### config.mk
export PLATFORM = sky130hd
export DESIGN_NAME = lsu_mem_stage
export DESIGN_NICKNAME = d
export VERILOG_FILES = /design/src/rtl/lsu_mem_stage.sv
export SDC_FILE = /design/constraint.sdc
export NUM_CORES = 1
export LEC_CHECK = 0
export CAP_MARGIN = 20
export CELL_PAD_IN_SITES_DETAIL_PLACEMENT = 0
export CELL_PAD_IN_SITES_GLOBAL_PLACEMENT = 1
export CORE_ASPECT_RATIO = 0.7
export CORE_MARGIN = 5
export CORE_UTILIZATION = 30
export CTS_BUF_LIST = sky130_fd_sc_hd__clkbuf_8
export DETAILED_ROUTE_END_ITERATION = 8
export PLACE_DENSITY = 0.77
export RECOVER_POWER = 50
export SYNTH_ARGS = -nofsm -noshare
export SYNTH_HDL_FRONTEND = slang
export SYNTH_SLANG_ARGS = --single-unit
### constraint.sdc
create_clock -name clk_i -period 4.5 [get_ports clk_i]
set_input_delay 0.45 -clock clk_i [delete_from_list [all_inputs] [get_ports clk_i]]
set_output_delay 0.45 -clock clk_i [all_outputs]
set_load 0.02 [all_outputs]
### src/rtl/lsu_mem_stage.sv
// MEM-stage load/store unit: issues one data-memory transaction per load/store over a
// req/gnt/rvalid bus and returns the formatted load word to the WB register.
module lsu_mem_stage #(
    parameter int ADDR_W = 32
) (
    input  logic              clk_i,
    input  logic              reset_i,
    input  logic              mem_rd_i,
    input  logic              mem_wr_i,
    input  logic [2:0]        funct3_i,
    input  logic [ADDR_W-1:0] addr_i,
    input  logic [31:0]       st_data_i,
    output logic              stall_o,
    output logic              done_o,
    output logic              fault_o,
    output logic [31:0]       ld_data_o,
    output logic              dmem_req_o,
    output logic              dmem_we_o,
    output logic [ADDR_W-1:0] dmem_addr_o,
    output logic [3:0]        dmem_be_o,
    output logic [31:0]       dmem_wdata_o,
    input  logic              dmem_gnt_i,
    input  logic              dmem_rvalid_i,
    input  logic [31:0]       dmem_rdata_i
);

    typedef enum logic [1:0] {IDLE, REQ, WAIT, DONE} state_t;

    state_t     state;
    logic [1:0] lane;
    logic [2:0] f3;
    logic       op;
    logic       legal;
    logic       misal;
    logic       bad;

    function automatic logic [3:0] byte_en(input logic [2:0] fn, input logic [1:0] ln);
        case (fn[1:0])
            2'b00:   byte_en = 4'b0001 << ln;
            2'b01:   byte_en = 4'b0011 << ln;
            default: byte_en = 4'hF;
        endcase
    endfunction

    function automatic logic [31:0] store_lanes(input logic [2:0] fn, input logic [31:0] d);
        case (fn[1:0])
            2'b00:   store_lanes = {4{d[7:0]}};
            2'b01:   store_lanes = {2{d[15:0]}};
            default: store_lanes = d;
        endcase
    endfunction

    function automatic logic [31:0] load_format(input logic [2:0] fn, input logic [1:0] ln,
                                                input logic [31:0] w);
        logic [31:0] shifted;
        logic [7:0]  b;
        logic [15:0] h;
        shifted = w >> {ln, 3'b000};
        b       = shifted[7:0];
        h       = ln[1] ? w[31:16] : w[15:0];
        case (fn)
            3'b000:  load_format = {{24{b[7]}}, b};
            3'b100:  load_format = {24'd0, b};
            3'b001:  load_format = {{16{h[15]}}, h};
            3'b101:  load_format = {16'd0, h};
            default: load_format = w;
        endcase
    endfunction

    // Unsigned widths exist only for loads; misalignment is judged on the size bits alone.
    always_comb begin
        op = mem_rd_i | mem_wr_i;
        case (funct3_i)
            3'b000, 3'b001, 3'b010: legal = 1'b1;
            3'b100, 3'b101:         legal = !mem_wr_i;
            default:                legal = 1'b0;
        endcase
        misal = ((funct3_i[1:0] == 2'b01) && addr_i[0]) ||
                ((funct3_i[1:0] == 2'b10) && (addr_i[1:0] != 2'b00));
        bad     = !legal || misal;
        fault_o = (state == IDLE) && op && bad;
        stall_o = (state == REQ) || (state == WAIT) || ((state == IDLE) && op && !bad);
    end

    always_ff @(posedge clk_i or posedge reset_i) begin
        if (reset_i) begin
            state        <= IDLE;
            dmem_req_o   <= 1'b0;
            dmem_we_o    <= 1'b0;
            dmem_addr_o  <= '0;
            dmem_be_o    <= 4'h0;
            dmem_wdata_o <= 32'd0;
            done_o       <= 1'b0;
            ld_data_o    <= 32'd0;
            lane         <= 2'b00;
            f3           <= 3'b000;
        end else begin
            done_o <= 1'b0;
            case (state)
                IDLE: begin
                    if (op && !bad) begin
                        state        <= REQ;
                        dmem_req_o   <= 1'b1;
                        dmem_we_o    <= mem_wr_i;
                        dmem_addr_o  <= {addr_i[ADDR_W-1:2], 2'b00};
                        dmem_be_o    <= byte_en(funct3_i, addr_i[1:0]);
                        dmem_wdata_o <= store_lanes(funct3_i, st_data_i);
                        lane         <= addr_i[1:0];
                        f3           <= funct3_i;
                    end
                end
                REQ: begin
                    if (dmem_gnt_i) begin
                        dmem_req_o <= 1'b0;
                        if (dmem_we_o) begin
                            state  <= DONE;
                            done_o <= 1'b1;
                        end else begin
                            state <= WAIT;
                        end
                    end
                end
                WAIT: begin
                    if (dmem_rvalid_i) begin
                        ld_data_o <= load_format(f3, lane, dmem_rdata_i);
                        state     <= DONE;
                        done_o    <= 1'b1;
                    end
                end
                // One non-stalling cycle lets the pipe advance before a new op is accepted.
                DONE:    state <= IDLE;
                default: state <= IDLE;
            endcase
        end
    end

endmodule

# After elaboration in Yosys (flattened, before gate mapping)
# Index checks and enable logic that the tools add are counted.
[classes]
eq_ne = 15
shift = 3
muxes = 17
bitwise_logic = 1
reduce_logical = 25
[op_table]
columns = ["operator", "n"]
rows = [
  ["$pmux W32 S4", 1],
  ["$pmux W32 S2", 1],
  ["$shr A32 B5 Y8", 1],
  ["$mux W16", 1],
  ["$eq A3 B3 Y1 const B", 4],
  ["$pmux W2 S4", 1],
  ["$pmux W4 S2", 1],
  ["$eq A2 B2 Y1 const B", 3],
  ["$eq A3 B1 Y1 const B", 2],
  ["$logic_and A1 B1 Y1", 6],
  ["$logic_not A3 Y1", 2],
  ["$mux W1", 6],
  ["$mux W2", 3],
  ["$pmux W1 S2", 3],
  ["$reduce_and A3 Y1", 2],
  ["$eq A2 B1 Y1 const B", 2],
  ["$logic_not A2 Y1", 2],
  ["$logic_or A1 B1 Y1", 4],
  ["$ne A2 B2 Y1 const B", 2],
  ["$reduce_and A2 Y1", 2],
  ["$reduce_bool A2 Y1", 2],
  ["$shl A1 B2 Y4 const A", 1],
  ["$shl A2 B2 Y4 const A", 1],
  ["$eq A3 B2 Y1 const B", 1],
  ["5 further kinds", 7],
]
[word_totals]
ff_bits = 108
input_bits = 105
out_inout_bits = 105
word_cells = 71

# Longest topological paths before layout
# Gate-level depths: netlist (run 1).
[logic_depth]
depth_word = 9
depth_mapped = 8
depth_no_buf = 6

# Worst setup path after synthesis (run 1)
# OpenSTA, ideal clock, no wires.
[synth_path]
kind = "in2out"
start = "in funct3_i[0]"
end = "out stall_o"
arrival_ns = 1.613
required_ns = 4.050
slack_ns = 2.437
path_stages = 6
path_buffers = 3
path_cell_list = "buf_2 -> a221oi_1 -> o21bai_1 -> buf_2 -> buf_2 -> nand2b_1"
[synth_via]
elab_chain_cells = 8
elab_cells_between_ends = 18
cone_classes = "eq/ne: 6; mux: 1; reduce/logical: 11"
[synth_lines]
columns = ["element", "line_no", "source"]
rows = [
  ["from (decl)", "10", "input logic [2:0] funct3_i,"],
  ["$eq A3 B1 Y1 (tied with other cells)", "73", "case (funct3_i)"],
  ["$reduce_or A3 Y1 / $reduce_or A2 Y1 (equally long branches)", "73", ""],
  ["$pmux W1 S2", "73", ""],
  ["$logic_not A1 Y1", "80", "bad = !legal || misal;"],
  ["$logic_or A1 B1 Y1 (*)", "80", ""],
  ["$logic_not A1 Y1 (*)", "82", "stall_o = (state == REQ) || (state == WAIT) || ((state == IDLE) && op && !bad);"],
  ["$logic_and A1 B1 Y1 (*)", "82", ""],
  ["$logic_or A1 B1 Y1 (*)", "82", ""],
  ["to (decl)", "13", "output logic stall_o,"],
]
# Mark *: on every way between the ends. The rest lies on a longest branch, timed or not.

# Worst setup path in the final report (run 1)
[layout_path]
start = "reg state[0]"
end = "reg ld_data_o[28]"
[layout_via]
elab_chain_cells = 2
[layout_lines]
columns = ["element", "line_no", "source"]
rows = [
  ["from (decl)", "29", "state_t state;"],
  ["from (signal assigned)", "87", "state <= IDLE;"],
  ["from (signal assigned)", "102", "state <= REQ;"],
  ["from (signal assigned)", "116", "state <= DONE;"],
  ["$eq A2 B2 Y1", "99", "case (state)"],
  ["$reduce_and A2 Y1 (no source line)", "-", ""],
  ["to (signal assigned)", "125", "ld_data_o <= load_format(f3, lane, dmem_rdata_i);"],
  ["to (decl)", "16", "output logic [31:0] ld_data_o,"],
]
# No other way between the ends.
# A chain may end at the register's enable or synchronous reset.

==> results of run 1 <==
==> state kept, by name (all words and copies together), names as in the netlist <==
name          count
state             2
done_o            1
ld_data_o        32
lane              2
dmem_be_o         4
dmem_req_o        1
dmem_addr_o      30
f3                3
dmem_wdata_o     32
dmem_we_o         1
==> per-stage QoR <==
stage	worst slack, ns	instance area [um2]	std cells	utilization
final	1.45	7510	887	0.457
after global routing	1.19	7510	887	0.457
after CTS	1.61	7490	885	0.455
after detailed placement	1.59	7310	870	0.444
after global placement	1.62	7310	870	0.444
after floorplan	1.20	5080	467	-
==> layout make-up <==
| type | count | area, um2 |
|---|---|---|
| fillers | 1550 | 8930 |
| flip-flops and latches | 108 | 2700 |
| multi-input cells | 315 | 2160 |
| repair buffers | 216 | 2150 |
| well taps | 225 | 282 |
| clock buffers | 9 | 124 |
| clock inverters | 6 | 60.1 |
| inverters | 8 | 31.3 |
==> path summary, 6_finish.rpt <==
| check | from | end | slack, ns | cells past startpoint |
|---|---|---|---|---|
| worst max-delay path | state[0]$_DFFE_PP0P_ | ld_data_o[28]$_DFFE_PP0P_ | 1.45 | 6 |
| worst min-delay path | dmem_wdata_o[20]$_DFFE_PP0P_ | dmem_wdata_o[20]$_DFFE_PP0P_ | 0.49 | 2 |
| worst max register to register | state[0]$_DFFE_PP0P_ | ld_data_o[28]$_DFFE_PP0P_ | 1.45 | 6 |
| worst min register to register | dmem_wdata_o[20]$_DFFE_PP0P_ | dmem_wdata_o[20]$_DFFE_PP0P_ | 0.49 | 2 |
| max in group asynchronous | reset_i | f3[1]$_DFFE_PP0P_ | 1.72 | 3 |
| min in group asynchronous | reset_i | dmem_addr_o[21]$_DFFE_PP0P_ | 0.89 | 2 |
==> worst max-delay path, cell delays in order (launching register included) <==
cell and delay (ns):
dfrtp_1 0.43, inv_1 0.08, ha_1 0.23, nand2_1 0.07, clkbuf_1 1.12, a2111o_1 0.73
o21ai_0 0.22
==> cell families after synthesis <==
logic type,Yosys count
AO/OA/AOI/OAI,120
adder cells (fa/ha/maj),3
buffers and inverters,44
flip-flops,108
multiplexers,87
other,1
AND/OR/NAND/NOR,103
==> where the power goes <==
| group | switching [mW] | internal (mW) |
|---|---|---|
| registers | 0.274 | 1.44 |
| logic | 1.43 | 1.27 |
| clock network | 0.363 | 0.210 |
| total | 2.07 | 2.93 |
==> cell usage after synthesis, drive strengths merged (2+ instances only) <==
cell type	number	area share
inv	8	0.0059
nand3b	8	0.012
nand2b	7	0.0086
a221oi	2	0.0034
a21oi	39	0.038
nand2	43	0.032
o22ai	3	0.0037
mux2	47	0.10
a21boi	2	0.0030
nor2	31	0.023
dfrtp	108	0.53
mux2i	39	0.077
ha	3	0.0074
clkbuf	21	0.016
buf	15	0.023
nand3	5	0.0049
o21ai	61	0.066
nor2b	3	0.0037
o32ai	6	0.010
==> per-layer routing <==
layer  routed length (um)  part of all wire  GRT usage
met5                    0                 0          0
met3                 1180             0.074     0.0425
met2                 7000              0.44      0.243
met4                  171             0.011     0.0366
met1                 7610              0.48      0.232
==> results by group, run 1 <==
STA
  – RSZ-0062 raised after global routing: no
  – Max Transition Viols Final: between 70 and 80
  – Worst hold slack: about 0.49 ns
  – Total negative slack: 0 ns
  – Share of the clock period used by the worst path after layout: 0.678
  – Number of endpoints failing setup at the final stage: 0
  – Measured slew at the worst slew-check pin: approximately 1.6 ns
  – Final hold viol count: 0
  – Timing-limited maximum frequency: about 0.33 GHz
  – Min Tclk post-route: roughly 3.1 ns
  – Clock skew: 0.00699 ns
  – Relative slew margins: -0.0773

Synth
  – Proportion of synthesized chip area in sequential cells: 0.532
  – Multiplexer share of the synthesized area: 0.185
  – Synth Cell Area: ~5100 um2
  – Warning count from the yosys run: 0
  – Number of distinct standard cells referenced by the synthesized netlist: 38
  – Xor and xnor fraction of the mapped netlist area: 0
  – Number of standard cells after synthesis: approximately 470
  – Fraction of the mapped netlist area in compound gates: 0.137
  – Simple-gate portion of the synthesized area: 0.0926
  – Adder and majority cell fraction of the synthesized area: 0.00739
  – Number of flops mapped to enable cells by yosys: 0
  – Top FF cell, synth: dfrtp_1
  – Post-synthesis average cell area: around 11 um2
  – Async set or reset register ratio after synthesis: 1.00
  – Main combinational cell family by area after synthesis: multiplexers
  – Yosys reg bits: 108

Floorplanning
  – Starting Density: 0.309
  – Area of the placeable core: roughly 16000 um2
  – Height of the die: between 100 and 150 um
  – Die area: 19700 um2
  – Std-Cell Rows: 39
  – Top-Level Pins: 210
  – Chip Width: approximately 170 um

Clock network
  – Master cell of the clock root buffer: clkbuf_8
  – Count of buffers added by post-CTS timing repair for setup: 0
  – Total number of H-tree levels: 3
  – CTS tree: yes
  – Clock buffer count from CTS: 9
  – Maximum root-to-sink buffer count: 2
  – Clock tree sinks: roughly 110
  – Resized cells post-CTS: 0
  – Worst skew pair latency: around 0.38 ns
  – Hold buffer count at cts: 0
  – Clock edge transition at the registers on the reported setup and hold paths: between 0.1 and 0.15 ns

Place
  – RePlAce Congestion: ~0.8
  – Detailed-placement wirelength estimate: between 10000 and 15000 um
  – Total of buffers placed on input and output ports: ~210

Drt
  – Post-route DRC: 0
  – Post-DR wirelength/cell: between 15 and 20 um
  – Number of detailed-route iterations in the first pass: 4
  – Routed Wire Length: 16000 um
  – Vias per cell: between 4 and 5
  – Total vias in the final route: between 4000 and 5000
  – Initial DRC Count: between 200 and 250
  – Count of nets left with antenna violations after detail routing: 0

Global route
  – Global routing usage summed across all routing layers: 0.161
  – Via count of the first global-routing pass: between 4000 and 5000
  – Maximum number of pins on one net before global-route repair: slightly above 100
  – First-pass GRT wire length: 25000 um
  – Antenna violations before repair: 0
  – Remaining global-route overflow: 0

Power
  – Largest vdd supply drop: 0.000284 V
  – Power density cells: ~660 nW/um2
  – Final Power: 5.00 mW
  – Static power due to leakage: ~3.2 nW

Setup path
  – Arrival time reported for the critical path endpoint: 3.27 ns
  – Capturing element type of the critical path: flop
  – Worst Setup Start Kind: flop
  – Critical path data required time: roughly 4.7 ns
  – Maximum fanout along the worst path: 35
  – Worst Setup Path Type: flop to flop

Flow run
  – Max Cap Viol: 2

Finish
  – Top library cells by usage in the layout, fill and taps aside: clkdlybuf4s50_1, dfrtp_1, o21ai_0
  – Fraction of final layout cells with drive strength greater than 1: 0.125
  – Most common cell after layout, fill and taps aside: clkdlybuf4s50_1
  – Count of inserted antenna diode cells: 0
  – Area grow syn2layout: 47.9%
  – Number of nets in the final layout: ~770

Status
  – Status: finished with violations
  – Violated checks: max-capacitance violations, max-slew violations

Hold path
  – Worst hold path class: flop to flop
No activity file was read; power rests on OpenSTA's default activity.
==> run 2, diff against run 1 <==
PLACE_DENSITY = 0.79   (was 0.77)
clock period = 2.75 ns   (was 4.5 ns; I/O delays follow)
==> results by group, run 2 (synthesized netlist as in run 1, its figures left out) <==
Drt
  – Number of detailed-route iterations in the first pass: 4 (unchanged)
  – Initial DRC Count: 235 (+1.3%)
  – Post-DR wirelength/cell: 17.5 um (-2.8%)
  – Vias per cell: 4.76 (+1.3%)
  – Count of nets left with antenna violations after detail routing: 0 (unchanged)
  – Total vias in the final route: 4247 (+1.8%)
  – Post-route DRC: 0 (unchanged)
  – Routed Wire Length: 15600 um (-2.3%)

STA
  – Share of the clock period used by the worst path after layout: 0.914 (+0.236)
  – RSZ-0062 raised after global routing: no
  – Total negative slack: 0 ns (unchanged)
  – Number of endpoints failing setup at the final stage: 0 (unchanged)
  – Worst hold slack: 0.492 ns (+0.00605 ns)
  – Relative slew margins: -0.00642 (+0.0709)
  – Min Tclk post-route: 2.51 ns (-0.537 ns)
  – Measured slew at the worst slew-check pin: 1.51 ns (-0.0975 ns)
  – Final hold viol count: 0 (unchanged)
  – Clock skew: 0.0114 ns (+0.00446 ns)
  – Max Transition Viols Final: 68 (-5.6%)
  – Timing-limited maximum frequency: 0.398 GHz (+21%)

Global route
  – First-pass GRT wire length: 24500 um (-2.0%)
  – Antenna violations before repair: 0 (unchanged)
  – Via count of the first global-routing pass: 4406 (+1.1%)
  – Maximum number of pins on one net before global-route repair: 109 (+6.9%)
  – Global routing usage summed across all routing layers: 0.156 (-0.00458)
  – Remaining global-route overflow: 0 (unchanged)

Finish
  – Fin util: 0.461 (+0.00411)
  – Area grow syn2layout: 49.2%
  – Number of nets in the final layout: 770 (+0.52%)
  – Top library cells by usage in the layout, fill and taps aside: clkdlybuf4s50_1, dfrtp_1, o21ai_0
  – Largest registers in the final layout: dmem_wdata_o x32, ld_data_o x32, dmem_addr_o x30
  – Count of inserted antenna diode cells: 0 (unchanged)
  – Most common cell after layout, fill and taps aside: clkdlybuf4s50_1
  – Fraction of final layout cells with drive strength greater than 1: 0.135 (+0.00955)

Clock network
  – Maximum root-to-sink buffer count: 2 (unchanged)
  – CTS tree: yes
  – Master cell of the clock root buffer: clkbuf_8
  – Count of buffers added by post-CTS timing repair for setup: 0 (unchanged)
  – Resized cells post-CTS: 0 (unchanged)
  – Total number of H-tree levels: 3 (unchanged)
  – Clock tree sinks: 108 (unchanged)
  – Clock buffer count from CTS: 9 (unchanged)
  – Worst skew pair latency: 0.38 ns (about the same)
  – Clock edge transition at the registers on the reported setup and hold paths: 0.11 ns (about the same)
  – Hold buffer count at cts: 0 (unchanged)

Power
  – Largest vdd supply drop: 0.000469 V (+65%)
  – Power density cells: 1100 nW/um2 (+65%)
  – Static power due to leakage: 3.23 nW (+1.5%)

Place
  – Total of buffers placed on input and output ports: 207 (unchanged)
  – RePlAce Congestion: 0.805 (+3.1%)
  – Detailed-placement wirelength estimate: 11800 um (-0.47%)

Setup path
  – Worst Setup Path Type: flop to flop
  – Maximum fanout along the worst path: 101 (+190%)
  – Arrival time reported for the critical path endpoint: 2.78 ns (-0.49 ns)
  – Worst Setup Start Kind: flop
  – Critical path data required time: 3.02 ns (-1.70 ns)
  – Capturing element type of the critical path: flop

Status
  – Violated checks: max-slew violations
  – Status: finished with violations

Floorplanning
  – Die area: 19700 um2 (unchanged)
  – Starting Density: 0.309 (unchanged)
  – Height of the die: 119 um (unchanged)
  – Chip Width: 166 um (unchanged)
  – Area of the placeable core: 16400 um2 (unchanged)
  – Std-Cell Rows: 39 (unchanged)
  – Top-Level Pins: 210 (unchanged)

Hold path
  – Worst hold path class: flop to flop

Flow run
  – Max Cap Viol: 0 (-2)
-- run 2: changes by cell type in the layout (fill, tap and decap cells not counted), moves of 2 or more --
| cell | before | now |
|---|---|---|
| clkbuf_1 | 2 | 0 |
| clkdlybuf4s50_1 | 159 | 155 |
| dlygate4sd3_1 | 48 | 52 |
| bufinv_16 | 0 | 2 |
| buf_4 | 5 | 12 |
| clkinv_4 | 3 | 0 |
| clkinvlp_4 | 0 | 2 |
-- run 2: metrics by stage --
stage / worst slack, ns / instances / instance area [um2] / total power [mW]
after floorplan: 0.943 / 467 / 5090 / 5.26
after global placement: 0.170 / 876 / 7360 / 7.33
after detailed placement: 0.117 / 876 / 7360 / 7.44
after CTS: 0.179 / 892 / 7590 / 8.61
after global routing: 0.0530 / 892 / 7580 / 8.88
final: 0.235 / 892 / 7580 / 8.31
-- run 2: final timing paths --
check / slack [ns] / start / to / cells after the start
setup / recovery: 0.24 / state[0]$_DFFE_PP0P_ / dmem_addr_o[30]$_DFFE_PP0P_ / 6
min in group asynchronous: 0.90 / reset_i / dmem_addr_o[24]$_DFFE_PP0P_ / 3
hold reg to reg: 0.49 / dmem_wdata_o[12]$_DFFE_PP0P_ / dmem_wdata_o[12]$_DFFE_PP0P_ / 2
setup reg to reg: 0.24 / state[0]$_DFFE_PP0P_ / dmem_addr_o[30]$_DFFE_PP0P_ / 6
hold / removal: 0.49 / dmem_wdata_o[12]$_DFFE_PP0P_ / dmem_wdata_o[12]$_DFFE_PP0P_ / 2
max in group asynchronous: 0.87 / reset_i / ld_data_o[15]$_DFFE_PP0P_ / 3
-- run 2: metal layers --
layer	part of all wire	wire (um)	global-route usage
met2	0.43	6760	0.229
met4	0.025	386	0.0515
met3	0.094	1470	0.0587
met1	0.45	6970	0.214
met5	0	0	0
-- run 2: final cells by class --
cell class	instances	area, um2
Clock buffer	9	124
Fill cell	1560	8860
Clock inverter	7	105
Tap cell	225	282
Sequential cell	108	2700
Multi-Input combinational cell	315	2160
Inverter	8	33.8
Timing Repair Buffer	220	2170
-- run 2: critical path, cell delays in order, from the launching register on --
cell and delay (ns):
dfrtp_1 0.43, inv_1 0.09, ha_1 0.25, o21ai_0 0.14, o21bai_4 0.19, buf_4 0.82, mux2_2 0.42
-- run 2: power breakdown --
part,internal (mW),leakage [nW],switching (mW)
registers,2.36,1.30,0.432
clock network,0.529,0.113,0.588
logic,2.07,1.81,2.33
==> run 3, diff against run 2 <==
clock period = 2 ns   (was 2.75 ns; I/O delays follow)
==> results by group, run 3 (synthesized netlist as in run 1, its figures left out) <==
Finish
  – Fin util: 0.465 (+0.00426)
  – Largest registers in the final layout: dmem_wdata_o x32, ld_data_o x32, dmem_addr_o x30
  – Fraction of final layout cells with drive strength greater than 1: 0.154 (+0.0190)
  – Number of nets in the final layout: 785 (+1.9%)
  – Count of inserted antenna diode cells: 0 (unchanged)
  – Area grow syn2layout: 50.6%
  – Top library cells by usage in the layout, fill and taps aside: clkdlybuf4s50_1, dfrtp_1, o21ai_0
  – Most common cell after layout, fill and taps aside: clkdlybuf4s50_1

Global route
  – Remaining global-route overflow: 0 (unchanged)
  – Via count of the first global-routing pass: 4397 (-0.20%)
  – First-pass GRT wire length: 24400 um (-0.31%)
  – Maximum number of pins on one net before global-route repair: 109 (unchanged)
  – Antenna violations before repair: 0 (unchanged)
  – Global routing usage summed across all routing layers: 0.158 (+0.00182)

Status
  – Status: finished, final reports clean

Floorplanning
  – Top-Level Pins: 210 (unchanged)
  – Starting Density: 0.309 (unchanged)
  – Std-Cell Rows: 39 (unchanged)
  – Height of the die: 119 um (unchanged)
  – Die area: 19700 um2 (unchanged)
  – Area of the placeable core: 16400 um2 (unchanged)
  – Chip Width: 166 um (unchanged)

Clock network
  – Total number of H-tree levels: 3 (unchanged)
  – Maximum root-to-sink buffer count: 2 (unchanged)
  – CTS tree: yes
  – Worst skew pair latency: 0.39 ns (about the same)
  – Clock tree sinks: 108 (unchanged)
  – Clock buffer count from CTS: 9 (unchanged)
  – Master cell of the clock root buffer: clkbuf_8
  – Clock edge transition at the registers on the reported setup and hold paths: 0.11 ns (about the same)

Place
  – Total of buffers placed on input and output ports: 207 (unchanged)
  – RePlAce Congestion: 0.827 (+2.7%)
  – Detailed-placement wirelength estimate: 11800 um (+0.63%)

STA
  – Number of endpoints failing setup at the final stage: 0 (unchanged)
  – Max Transition Viols Final: 0 (-100%)
  – Clock skew: 0.0120 ns (+0.000564 ns)
  – Min Tclk post-route: 1.85 ns (-0.665 ns)
  – Final hold viol count: 0 (unchanged)
  – Measured slew at the worst slew-check pin: 1.43 ns (-0.0789 ns)
  – Share of the clock period used by the worst path after layout: 0.925 (+0.0102)
  – Timing-limited maximum frequency: 0.541 GHz (+36%)
  – RSZ-0062 raised after global routing: no
  – Relative slew margins: 0.0462 (+0.0526)

Drt
  – Count of nets left with antenna violations after detail routing: 0 (unchanged)
  – Number of detailed-route iterations in the first pass: 4 (unchanged)
  – Post-DR wirelength/cell: 17.4 um (-0.60%)
  – Initial DRC Count: 297 (+26%)
  – Routed Wire Length: 15800 um (+1.1%)
  – Total vias in the final route: 4192 (-1.3%)
  – Post-route DRC: 0 (unchanged)
  – Vias per cell: 4.62 (-2.9%)

Power
  – Share of power burned in combinational logic: 0.545 (+0.015)
  – Largest vdd supply drop: 0.000793 V (+69%)
  – Power density cells: 1470 nW/um2 (+35%)
  – Switch share: 0.411 (+0.00788)
  – Static power due to leakage: 3.27 nW (+1.4%)
  – Internal power: 6.65 mW (+34%)
  – Flop pwr share: 0.340 (+0.004)
  – Net switching component of the power: 4.64 mW (+38%)
  – Final Power: 11.3 mW (+36%)
  – Clock network fraction of total power: 0.115 (-0.019)

Flow run
  – Max Cap Viol: 0 (unchanged)

Setup path
  – Count of cells along the worst register-to-register path: 7 (+1)
  – Critical path data required time: 2.28 ns (-0.74 ns)
  – Endpoint of the lowest-slack register-to-register path: dmem_wdata_o[1]$_DFFE_PP0P_
  – CP Launch Point: state[0]$_DFFE_PP0P_
  – Worst Setup Path Type: flop to flop
  – Startpoint of the worst-slack reg-to-reg timing path: state[0]$_DFFE_PP0P_
  – Worst reg2reg setup slack: 0.15 ns (-0.08 ns)
  – Worst setup endpoint: dmem_wdata_o[1]$_DFFE_PP0P_
  – Capturing element type of the critical path: flop
  – Arrival time reported for the critical path endpoint: 2.13 ns (-0.65 ns)
  – Maximum fanout along the worst path: 72 (-29%)
  – Worst Setup Start Kind: flop

Hold path
  – Worst hold path class: input pin to flop
  – Hold Path Origin: addr_i[30]
## run 3: per-layer routing
layer	wire, um	GRT usage	vias to the layer above
met3	1240	0.0515	13
met5	0	0	-
met2	7000	0.237	134
met4	182	0.0397	0
met1	7330	0.222	1988
li1	-	-	2057
## run 3: how the worst min path moves through the flow
stage / to / slack (ns) / depth (start not counted)
2_1_floorplan: dmem_addr_o[2]$_DFFE_PP0P_ / 0.35 / 1
3_3_place_gp: dmem_wdata_o[31]$_DFFE_PP0P_ / 0.46 / 2
3_5_place_dp: ld_data_o[6]$_DFFE_PP0P_ / 0.47 / 2
4_1_cts: dmem_addr_o[28]$_DFFE_PP0P_ / 0.33 / 3
5_1_grt: dmem_addr_o[17]$_DFFE_PP0P_ / 0.38 / 2
6_report: dmem_addr_o[30]$_DFFE_PP0P_ / 0.42 / 2
## run 3: critical path: stages, from the launching register on
cell      delay, ns
dfrtp_1        0.36
inv_1          0.06
ha_1           0.22
o21ai_1        0.11
o21bai_4       0.16
buf_4          0.16
buf_16         0.24
mux2_2         0.38
## run 3: final cells by class
type,instances,area (um2)
sequential,108,2700
tap,225,282
timing repair buffer,235,2290
multi-input combinational,315,2160
fill,1546,8790
clock inverter,7,58.8
inverter,8,33.8
clock buffer,9,124
## run 3: power groups by stage
stage	Clock, mW	Sequential, mW	Combinational (mW)
floorplan	0	5.03	2.19
global placement	0	3.86	6.31
detailed placement	0	3.92	6.40
CTS	1.37	3.89	6.40
global route	1.47	3.98	6.63
finish	1.30	3.83	6.15
## run 3: repair_timing
action                                  in CTS  in global routing
hold buffers                                 0                  0
endpoints found under the setup margin       2                 46
resized for setup                            8                  4
setup buffers                                0                  1
## run 3: stage by stage
stage	setup TNS [ns]	hold slack [ns]	setup slack (ns)	cells	area, um2
5_1_grt	0	0.385	0.0181	907	7650
3_5_place_dp	-4.30	0.474	-0.137	890	7480
4_1_cts	0	0.333	0.0248	906	7660
3_3_place_gp	-2.28	0.462	-0.122	890	7480
6_report	0	0.420	0.151	907	7650
2_1_floorplan	0	0.350	0.193	467	5090
